`src/rtl/game_ctrl_fsm.sv`:
```
// game_ctrl_fsm: top-level game-flow controller for the side-scroller.
// Runs title/play/pause/respawn/level-done/win/over, tracks lives and the
// current level, and raises the player/freeze/end-of-game flags plus
// one-cycle respawn and level-load pulses for the renderers.
module game_ctrl_fsm #(
  parameter int          COORD_W        = 12,
  parameter int          FINISH_X       = 2200,
  parameter int          LIVES          = 3,
  parameter int          LEVELS         = 4,
  parameter int          RESPAWN_FRAMES = 60,
  parameter int          LEVEL_FRAMES   = 120,
  parameter logic [7:0]  KEY_START      = 8'h2C,
  parameter logic [7:0]  KEY_PAUSE      = 8'h13
) (
  input  logic                                        Clk,
  input  logic                                        Reset,
  input  logic                                        frame_tick,
  input  logic [7:0]                                  keycode,
  input  logic                                        collisionFlag,
  input  logic [COORD_W-1:0]                          ballX,
  input  logic [COORD_W-1:0]                          scrollX,
  output logic                                        playerFlag,
  output logic                                        freeze,
  output logic                                        gameOver,
  output logic                                        gameWon,
  output logic [$clog2(LIVES+1)-1:0]                  lives_left,
  output logic [((LEVELS > 1) ? $clog2(LEVELS) : 1)-1:0] level,
  output logic                                        respawn,
  output logic                                        level_load
);

  localparam int LW      = $clog2(LIVES + 1);
  localparam int VW      = (LEVELS > 1) ? $clog2(LEVELS) : 1;
  localparam int TMR_MAX = (RESPAWN_FRAMES > LEVEL_FRAMES) ? RESPAWN_FRAMES : LEVEL_FRAMES;
  localparam int TW      = $clog2(TMR_MAX + 1);
  localparam int SUM_W   = COORD_W + 1;

  localparam logic [LW-1:0]    LIVES_C    = LW'(LIVES);
  localparam logic [LW-1:0]    ONE_L      = LW'(1);
  localparam logic [LW-1:0]    ZERO_L     = LW'(0);
  localparam logic [VW-1:0]    LAST_LEVEL = VW'(LEVELS - 1);
  localparam logic [VW-1:0]    ONE_V      = VW'(1);
  localparam logic [VW-1:0]    ZERO_V     = VW'(0);
  localparam logic [TW-1:0]    RESPAWN_T  = TW'(RESPAWN_FRAMES);
  localparam logic [TW-1:0]    LEVEL_T    = TW'(LEVEL_FRAMES);
  localparam logic [TW-1:0]    ONE_T      = TW'(1);
  localparam logic [TW-1:0]    ZERO_T     = TW'(0);
  localparam logic [SUM_W-1:0] FINISH_C   = SUM_W'(FINISH_X);

  typedef enum logic [2:0] {
    S_START      = 3'd0,
    S_PLAY       = 3'd1,
    S_PAUSE      = 3'd2,
    S_RESPAWN    = 3'd3,
    S_LEVEL_DONE = 3'd4,
    S_WIN        = 3'd5,
    S_OVER       = 3'd6
  } state_t;

  // Flag decode {playerFlag, freeze, gameOver, gameWon} for a given state.
  function automatic logic [3:0] decode_flags(input state_t s);
    logic [3:0] f;
    case (s)
      S_PLAY:       f = 4'b1000;
      S_PAUSE:      f = 4'b1100;
      S_LEVEL_DONE: f = 4'b1100;
      S_WIN:        f = 4'b0101;
      S_OVER:       f = 4'b0110;
      S_START:      f = 4'b0100;
      S_RESPAWN:    f = 4'b0100;
      default:      f = 4'b0100;
    endcase
    return f;
  endfunction

  state_t           state_q, state_d;
  logic [TW-1:0]    timer_q, timer_d;
  logic [LW-1:0]    lives_q, lives_d;
  logic [VW-1:0]    level_q, level_d;
  logic             respawn_q, respawn_d;
  logic             load_q, load_d;
  logic [7:0]       keycode_q;
  logic [3:0]       flags_q, flags_d;

  logic             start_press_s;
  logic             pause_press_s;
  logic [SUM_W-1:0] sum_s;
  logic             finish_s;

  // Edge-detect key presses against last cycle's keycode; the finish test is
  // done one bit wider than the coordinates so the sum can never wrap.
  always_comb begin
    start_press_s = (keycode == KEY_START) && (keycode_q != KEY_START);
    pause_press_s = (keycode == KEY_PAUSE) && (keycode_q != KEY_PAUSE);
    sum_s         = {1'b0, ballX} + {1'b0, scrollX};
    finish_s      = (sum_s >= FINISH_C);
  end

  // Next-state, counters and pulse generation for the game flow.
  always_comb begin
    state_d   = state_q;
    timer_d   = timer_q;
    lives_d   = lives_q;
    level_d   = level_q;
    respawn_d = 1'b0;
    load_d    = 1'b0;
    case (state_q)
      S_START, S_OVER, S_WIN: begin
        if (start_press_s) begin
          state_d = S_PLAY;
          lives_d = LIVES_C;
          level_d = ZERO_V;
          load_d  = 1'b1;
        end else begin
          state_d = state_q;
        end
      end
      S_PLAY: begin
        // Collision outranks finish, which outranks a pause press.
        if (collisionFlag) begin
          if (lives_q > ONE_L) begin
            lives_d = lives_q - ONE_L;
            timer_d = RESPAWN_T;
            state_d = S_RESPAWN;
          end else begin
            lives_d = ZERO_L;
            state_d = S_OVER;
          end
        end else if (finish_s) begin
          if (level_q == LAST_LEVEL) begin
            state_d = S_WIN;
          end else begin
            timer_d = LEVEL_T;
            state_d = S_LEVEL_DONE;
          end
        end else if (pause_press_s) begin
          state_d = S_PAUSE;
        end else begin
          state_d = S_PLAY;
        end
      end
      S_PAUSE: begin
        if (pause_press_s) begin
          state_d = S_PLAY;
        end else begin
          state_d = S_PAUSE;
        end
      end
      S_RESPAWN: begin
        // A zero timer is treated as expired so the count can never wrap.
        if (frame_tick) begin
          if (timer_q <= ONE_T) begin
            timer_d   = ZERO_T;
            state_d   = S_PLAY;
            respawn_d = 1'b1;
          end else begin
            timer_d = timer_q - ONE_T;
          end
        end else begin
          timer_d = timer_q;
        end
      end
      S_LEVEL_DONE: begin
        if (frame_tick) begin
          if (timer_q <= ONE_T) begin
            timer_d = ZERO_T;
            state_d = S_PLAY;
            level_d = level_q + ONE_V;
            load_d  = 1'b1;
          end else begin
            timer_d = timer_q - ONE_T;
          end
        end else begin
          timer_d = timer_q;
        end
      end
      default: begin
        state_d = S_START;
        timer_d = ZERO_T;
        lives_d = LIVES_C;
        level_d = ZERO_V;
      end
    endcase
    flags_d = decode_flags(state_d);
  end

  // State, counters, key history and registered outputs.
  always_ff @(posedge Clk or posedge Reset) begin
    if (Reset) begin
      state_q   <= S_START;
      timer_q   <= ZERO_T;
      lives_q   <= LIVES_C;
      level_q   <= ZERO_V;
      respawn_q <= 1'b0;
      load_q    <= 1'b0;
      keycode_q <= 8'h00;
      flags_q   <= 4'b0100;
    end else begin
      state_q   <= state_d;
      timer_q   <= timer_d;
      lives_q   <= lives_d;
      level_q   <= level_d;
      respawn_q <= respawn_d;
      load_q    <= load_d;
      keycode_q <= keycode;
      flags_q   <= flags_d;
    end
  end

  assign playerFlag = flags_q[3];
  assign freeze     = flags_q[2];
  assign gameOver   = flags_q[1];
  assign gameWon    = flags_q[0];
  assign lives_left = lives_q;
  assign level      = level_q;
  assign respawn    = respawn_q;
  assign level_load = load_q;

endmodule

```
`config.mk`:
```
export PLATFORM = sky130hd
export DESIGN_NAME = game_ctrl_fsm
export DESIGN_NICKNAME = d
export VERILOG_FILES = /design/src/rtl/game_ctrl_fsm.sv
export SDC_FILE = /design/constraint.sdc
export NUM_CORES = 1
export LEC_CHECK = 0
export ABC_AREA = 1
export CORE_MARGIN = 5
export CORE_UTILIZATION = 40
export DETAILED_ROUTE_END_ITERATION = 12
export MAX_ROUTING_LAYER = met4
export SYNTH_ARGS = -nofsm -noshare
export SYNTH_HDL_FRONTEND = slang
export SYNTH_SLANG_ARGS = --single-unit
```
`constraint.sdc`:
```
create_clock -name Clk -period 1.85 [get_ports Clk]
set_input_delay 0.2775 -clock Clk [delete_from_list [all_inputs] [get_ports Clk]]
set_output_delay 0.2775 -clock Clk [all_outputs]
set_load 0.005 [all_outputs]
```
---- Word level (Yosys, flattened, before mapping) ----
Cells that the tools add are included.
word-level totals
  bits in registers ....................... 28
  input port bits ......................... 36
  output and inout bits ................... 10
operators by class
  add/subtract/negate cells ............... 4
  magnitude comparators ................... 3
  equality and inequality tests ........... 24
  mux-type cells .......................... 31
  bitwise logic cells ..................... 3
  reductions and logical operators ........ 12
operators by type and width
  kind                                                                     number
  7-bit two-way mux                                                        6
  7-bit one-hot mux with 3 select lines                                    1
  3-bit == test, second input constant                                     6
  3-bit two-way mux                                                        6
  2-bit two-way mux                                                        8
  4-bit one-hot mux with 4 select lines                                    1
  12-bit by 12-bit adder with 13-bit output                                1
  13-bit by 12-bit >= comparator with 1-bit output, second input constant  1
  2-bit one-hot mux with 3 select lines                                    2
  3-bit one-hot mux with 4 select lines                                    1
  3-bit by 2-bit == test with 1-bit output, second input constant          3
  3-bit != test, second input constant                                     3
  3-bit OR reduction                                                       3
  8-bit by 5-bit == test with 1-bit output, second input constant          1
  8-bit by 6-bit == test with 1-bit output, second input constant          1
  2-bit != test, second input constant                                     4
  8-bit by 5-bit != test with 1-bit output, second input constant          1
  8-bit by 6-bit != test with 1-bit output, second input constant          1
  7-bit by 1-bit <= comparator with 1-bit output, second input constant    1
  7-bit by 1-bit subtractor with 7-bit output, second input constant       1
  3-bit by 1-bit == test with 1-bit output, second input constant          2
  1-bit two-way mux                                                        5
  5-bit AND reduction                                                      1
  4-bit AND reduction                                                      1
  other kinds (12)                                                         16

---- Logic depth before layout (Yosys ltp) ----
  depth in word-level cells ............... 9
  depth in mapped cells ................... 19

---- Least setup slack after synthesis ----
No wires, ideal clock.
  kind .................................... input to register
  start ................................... input port ballX[0]
  end ..................................... register flags_q[3]
  setup time .............................. 0.123 ns
  arrival time ............................ 2.018 ns
  setup slack ............................. -0.291 ns
  stages on the path ...................... 18
  buffers on the path ..................... 0
  cell sequence ........................... ha_1 fa_1 nand3_1 nand2_1 nand2_1 nand2_1 nand2_1 nand2_2 nor2_2 nand3_2 nand2_2 nand2_4 nand2_4 nand3_2 nand2_4 inv_2 nand2_1 nand3_2
between the ends
  cells in the longest elaborated chain, start to end .. 8
  elaborated cells between the ends (all ways) .. 12
  classes of those cells .................. add/sub (1); order compare (1); eq/ne (5); mux (4); reduce/logical (1)
RTL lines
  item                                                                       RTL line  RTL
  start, declared                                                            20        input logic [COORD_W-1:0] ballX,
  12-bit by 12-bit adder with 13-bit output (*)                              95        sum_s = {1'b0, ballX} + {1'b0, scrollX};
  13-bit by 12-bit >= comparator with 1-bit output (*)                       96        finish_s = (sum_s >= FINISH_C);
  3-bit two-way mux (*)                                                      129       end else if (finish_s) begin
  3-bit two-way mux (*)                                                      120       if (collisionFlag) begin
  3-bit one-hot mux with 4 select lines (*)                                  107       case (state_q)
  via state_d[0]                                                             76        state_t state_q, state_d;
  3-bit == test or 3-bit by 2-bit == test with 1-bit output (tied branches)  63        case (s)
  2-bit OR reduction (no line)                                               --
  4-bit one-hot mux with 4 select lines (*)                                  63
  via flags_d[3]                                                             83        logic [3:0] flags_q, flags_d;
  end signal, assigned                                                       206       flags_q <= flags_d;
  end, declared                                                              83
Mark *: on every way through the listed nets, which the timed path passes. The rest lies on a longest branch.
A chain may end at the register's enable or synchronous reset.

---- Worst setup path in the final report ----
  start ................................... input port scrollX[0]
  end ..................................... register flags_q[3]
between the ends
  cells in the longest elaborated chain, start to end .. 8
  elaborated cells between the ends (all ways) .. 12
  classes of those cells .................. add/sub (1); order compare (1); eq/ne (5); mux (4); reduce/logical (1)
RTL lines
  item                                                                       RTL line  RTL
  start, declared                                                            21        input logic [COORD_W-1:0] scrollX,
  12-bit by 12-bit adder with 13-bit output (*)                              95
  13-bit by 12-bit >= comparator with 1-bit output (*)                       96
  3-bit two-way mux (*)                                                      129
  3-bit two-way mux (*)                                                      120
  3-bit one-hot mux with 4 select lines (*)                                  107
  via state_d[0]                                                             76
  3-bit == test or 3-bit by 2-bit == test with 1-bit output (tied branches)  63
  2-bit OR reduction (no line)                                               --
  4-bit one-hot mux with 4 select lines (*)                                  63
  via flags_d[3]                                                             83
Marked as above.

==> results.yml <==
synthesis:
  ys.warnings.count: 0
  synthAdderAreaFrac: 0.0925
  fraction_of_synthesized_cell_area_in_xor_and_xnor_cells: 0.0156
  synth-compound-area-share: 0.0987
  muxShareOfSynthArea: 0
  synth_enable_flop_cells: 0
  gate_count_after_technology_mapping: 301
  post_synth_instance_area_mm2: 0.00224
  syn_nets: 353
  postSynth.topFlopCell: "dfrtp_1"
  synthArstFlopShare: 1.00
  ys_ff_latch: 28
  fraction_of_the_yosys_area_taken_by_sequential_cells: 0.314
  synth_cell_type_count: 39
  syn-mean-instance-area_um2: 7.46
  synth_top_family_by_area: "simple AND/OR/NAND/NOR gates"
  synthSimpleGateAreaFrac: 0.401
pwr:
  leakage_uw: 0.00166
  power_switching_share: 0.418
  total_switching_power_uw: 1590
  power.density_mw_per_mm2: 1090
  ir_worst_vdd_mv: 0.712
  pwr-share-clk: 0.128
  internal-power_uw: 2210
  share_seq_of_total_power: 0.237
  p_comb_frac: 0.635
critical_path:
  startpoint: "scrollX[0]"
  regToRegStartpoint: "timer_q[2]"
  critical_path.cell_chain: "buf_6 > ha_4 > fa_2 > nand3_2 > nand2_2 > nand2_2 > nand2_1 > nand2_1 > nand2_2 > nor2_2 > nand3_2 > nand2_4 > nand2_4 > nand2_4 > nand3_4 > nand2_4 > inv_2 > nand2_2 > nand3_2"
  timing.critical_path.slowest_stage_cell: "fa_2"
  slack_of_the_worst_reg_to_reg_path_ns: 0.01
  reg2reg_to: "flags_q[3]"
  crit_end: "flags_q[3]"
  timing.reg2reg.worst_path_depth: 12
  worst_path_largest_cell_delay_ns: 0.39
  crit_path_max_fanout: 4
  timing.critical_path.required_ns: 2.02
  critPathKind: "input pin to register"
  timing.critical_path.arrival_ns: 2.10
  startpoint_type: "input pin"
  timing.critical_path.to_type: "register"
flow_run:
  cap_violations: 0
global_route:
  residual_overflow_from_global_routing: 0
  grt_usage: 0.165
  antenna_found_initial: 0
  number_of_global_route_vias_before_repair: 2226
  grt_pass1_wl_mm: 9.76
  grt_max_degree: 29
die:
  initial_core_util: 0.410
  io_pins: 46
  core-area_mm2: 0.00547
  area_of_the_die_mm2: 0.00721
  die_height_um: 84.9
  rows: 27
  dieWidth_um: 84.9
routing:
  vias: 2204
  final_antenna_net_count: 0
  drt-total-wl_mm: 5.51
  viasPerCell: 4.75
  detailedRoute.firstPassIterationCount: 4
  wl_per_cell_um: 11.9
  detail_route.iter0.violations: 120
  drcViolationCount: 0
timing:
  finalHoldViolCount: 0
  final_max_slew_viol_count: 0
  finalSetupViolations: 10
  period_minus_slack_ns: 1.93
  setup_tns_ns: -0.426
  rsz_0062_raised_after_global_routing: "true"
  timing.final.ws_setup_ns: -0.0756
  final.period_utilization: 1.04
  fin_skew_ns: 0.00670
  maxSlewHeadroom: 0.738
  worstMarginPinSlew_ns: 0.389
  hold_ws_ns: 0.351
  max_freq_ghz: 0.519
final_layout:
  antenna_cells: 0
  area.growth.synth_to_final_pct: 55.0
  final_design_area_no_fill_mm2: 0.00348
  nets: 445
  final_layout_size_suffix_gt1_frac: 0.426
  layout.cells.most_common_list: "nand2_1, buf_4, nor2_1"
  layout.cells.most_common: "nand2_1"
placement:
  dpl_cell_area_mm2: 0.00306
  gp_routability_congestion: 0.892
  numPortBuffers: 45
  place.detailed.hpwl_mm: 4.17
run_status:
  status: "finished, violations left"
  failed_checks: "setup timing"
worst_hold_path:
  worst_hold_path_type: "input pin to async pin"
clock_tree:
  worstSkewPairLatency_ns: 0.28
  max-clock-path-buffers: 2
  ctsHtreeMaxLevel: 1
  clock-root-buffer: "clkbuf_8"
  cts-buffers-inserted: 3
  worst_setup_hold_path_clk_slew_ns: 0.10
  tritoncts: "done"
  clock_sinks: 28
==> routing by layer <==
layer | up-vias | part of all wire | GRT usage
li1 | 1154 | - | -
met1 | 1001 | 0.47 | 0.220
met2 | 47 | 0.48 | 0.270
met3 | 2 | 0.048 | 0.0330
met4 | 0 | 0.0022 | 0.0129
met5 | - | 0 | -
==> power by group through the flow <==
stage	Combinational, uW	Sequential [uW]	Clock [uW]
floorplan	1310	900	0
global placement	2070	906	0
detailed placement	2080	908	0
CTS	2280	899	505
global route	2680	930	539
finish	2420	901	488
==> cell usage after synthesis (6+ instances only) <==
master	instances	area (um2)
dfrtp_1	25	626
ha_1	15	188
nor2_1	40	150
o21ai_0	7	35.0
nand3_2	6	60.1
nor2_2	8	50.1
nand2_1	74	278
nand3_1	13	65.1
nand4_1	7	43.8
inv_1	35	131
inv_2	8	30.0
nand2_2	9	56.3
==> cells by family after synthesis <==
logic type | after synthesis
AOI/OAI and AO/OA | 29
DFF | 28
xor gates and xnor gates | 4
and+or+nand+nor | 179
adders and majority gates | 16
buffers and inverters | 45
==> final cells by class <==
class / count / area, um2
Multi-Input combinational cell: 228 / 1710
Timing Repair inverter: 1 / 8.76
Fill cell: 499 / 1990
Sequential cell: 28 / 704
Inverter: 45 / 179
Tap cell: 72 / 90.1
Timing Repair Buffer: 86 / 719
Clock inverter: 1 / 30.0
Clock buffer: 3 / 41.3
==> flip-flops by register name, summed over array words and instances, names as in the netlist <==
signal / cells
timer_q: 7
lives_left: 2
keycode_q: 8
respawn: 1
level: 2
flags_q: 4
level_load: 1
state_q: 3
==> timing repair <==
action	4_1_cts	5_1_grt
cloned	1	0
pin swaps	60	14
gates resized for setup	125	15
setup buffers	4	4
endpoints found under the setup margin	14	17
hold endpoints to repair	0	0
hold buffers	0	0
==> worst max-delay path: cells and delay by family <==
| family | cells | cell delay [ns] |
|---|---|---|
| and+or+nand+nor | 15 | 1.12 |
| buffers and inverters | 2 | 0.15 |
| adders and majority gates | 2 | 0.54 |
==> per-stage QoR <==
stage / instances / setup slack, ns / total power [uW] / utilization
2_1_floorplan: 301 / -0.138 / 2210 / -
3_3_place_gp: 451 / -0.725 / 2970 / 0.559
3_5_place_dp: 451 / -0.745 / 2990 / 0.559
4_1_cts: 460 / -0.0839 / 3680 / 0.620
5_1_grt: 464 / -0.203 / 4150 / 0.636
6_report: 464 / -0.0756 / 3800 / 0.636
==> how the worst min path moves through the flow <==
stage / startpoint / endpoint / slack, ns / cells past startpoint
floorplan: keycode[0] / keycode_q[0] / 0.31 / 0
global placement: lives_left[0] / lives_left[0] / 0.51 / 2
detailed placement: lives_left[0] / lives_left[0] / 0.52 / 2
CTS: Reset / keycode_q[7] / 0.37 / 3
global route: Reset / respawn / 0.39 / 3
finish: Reset / level_load / 0.35 / 3
Power figures use the tool's default switching activity.
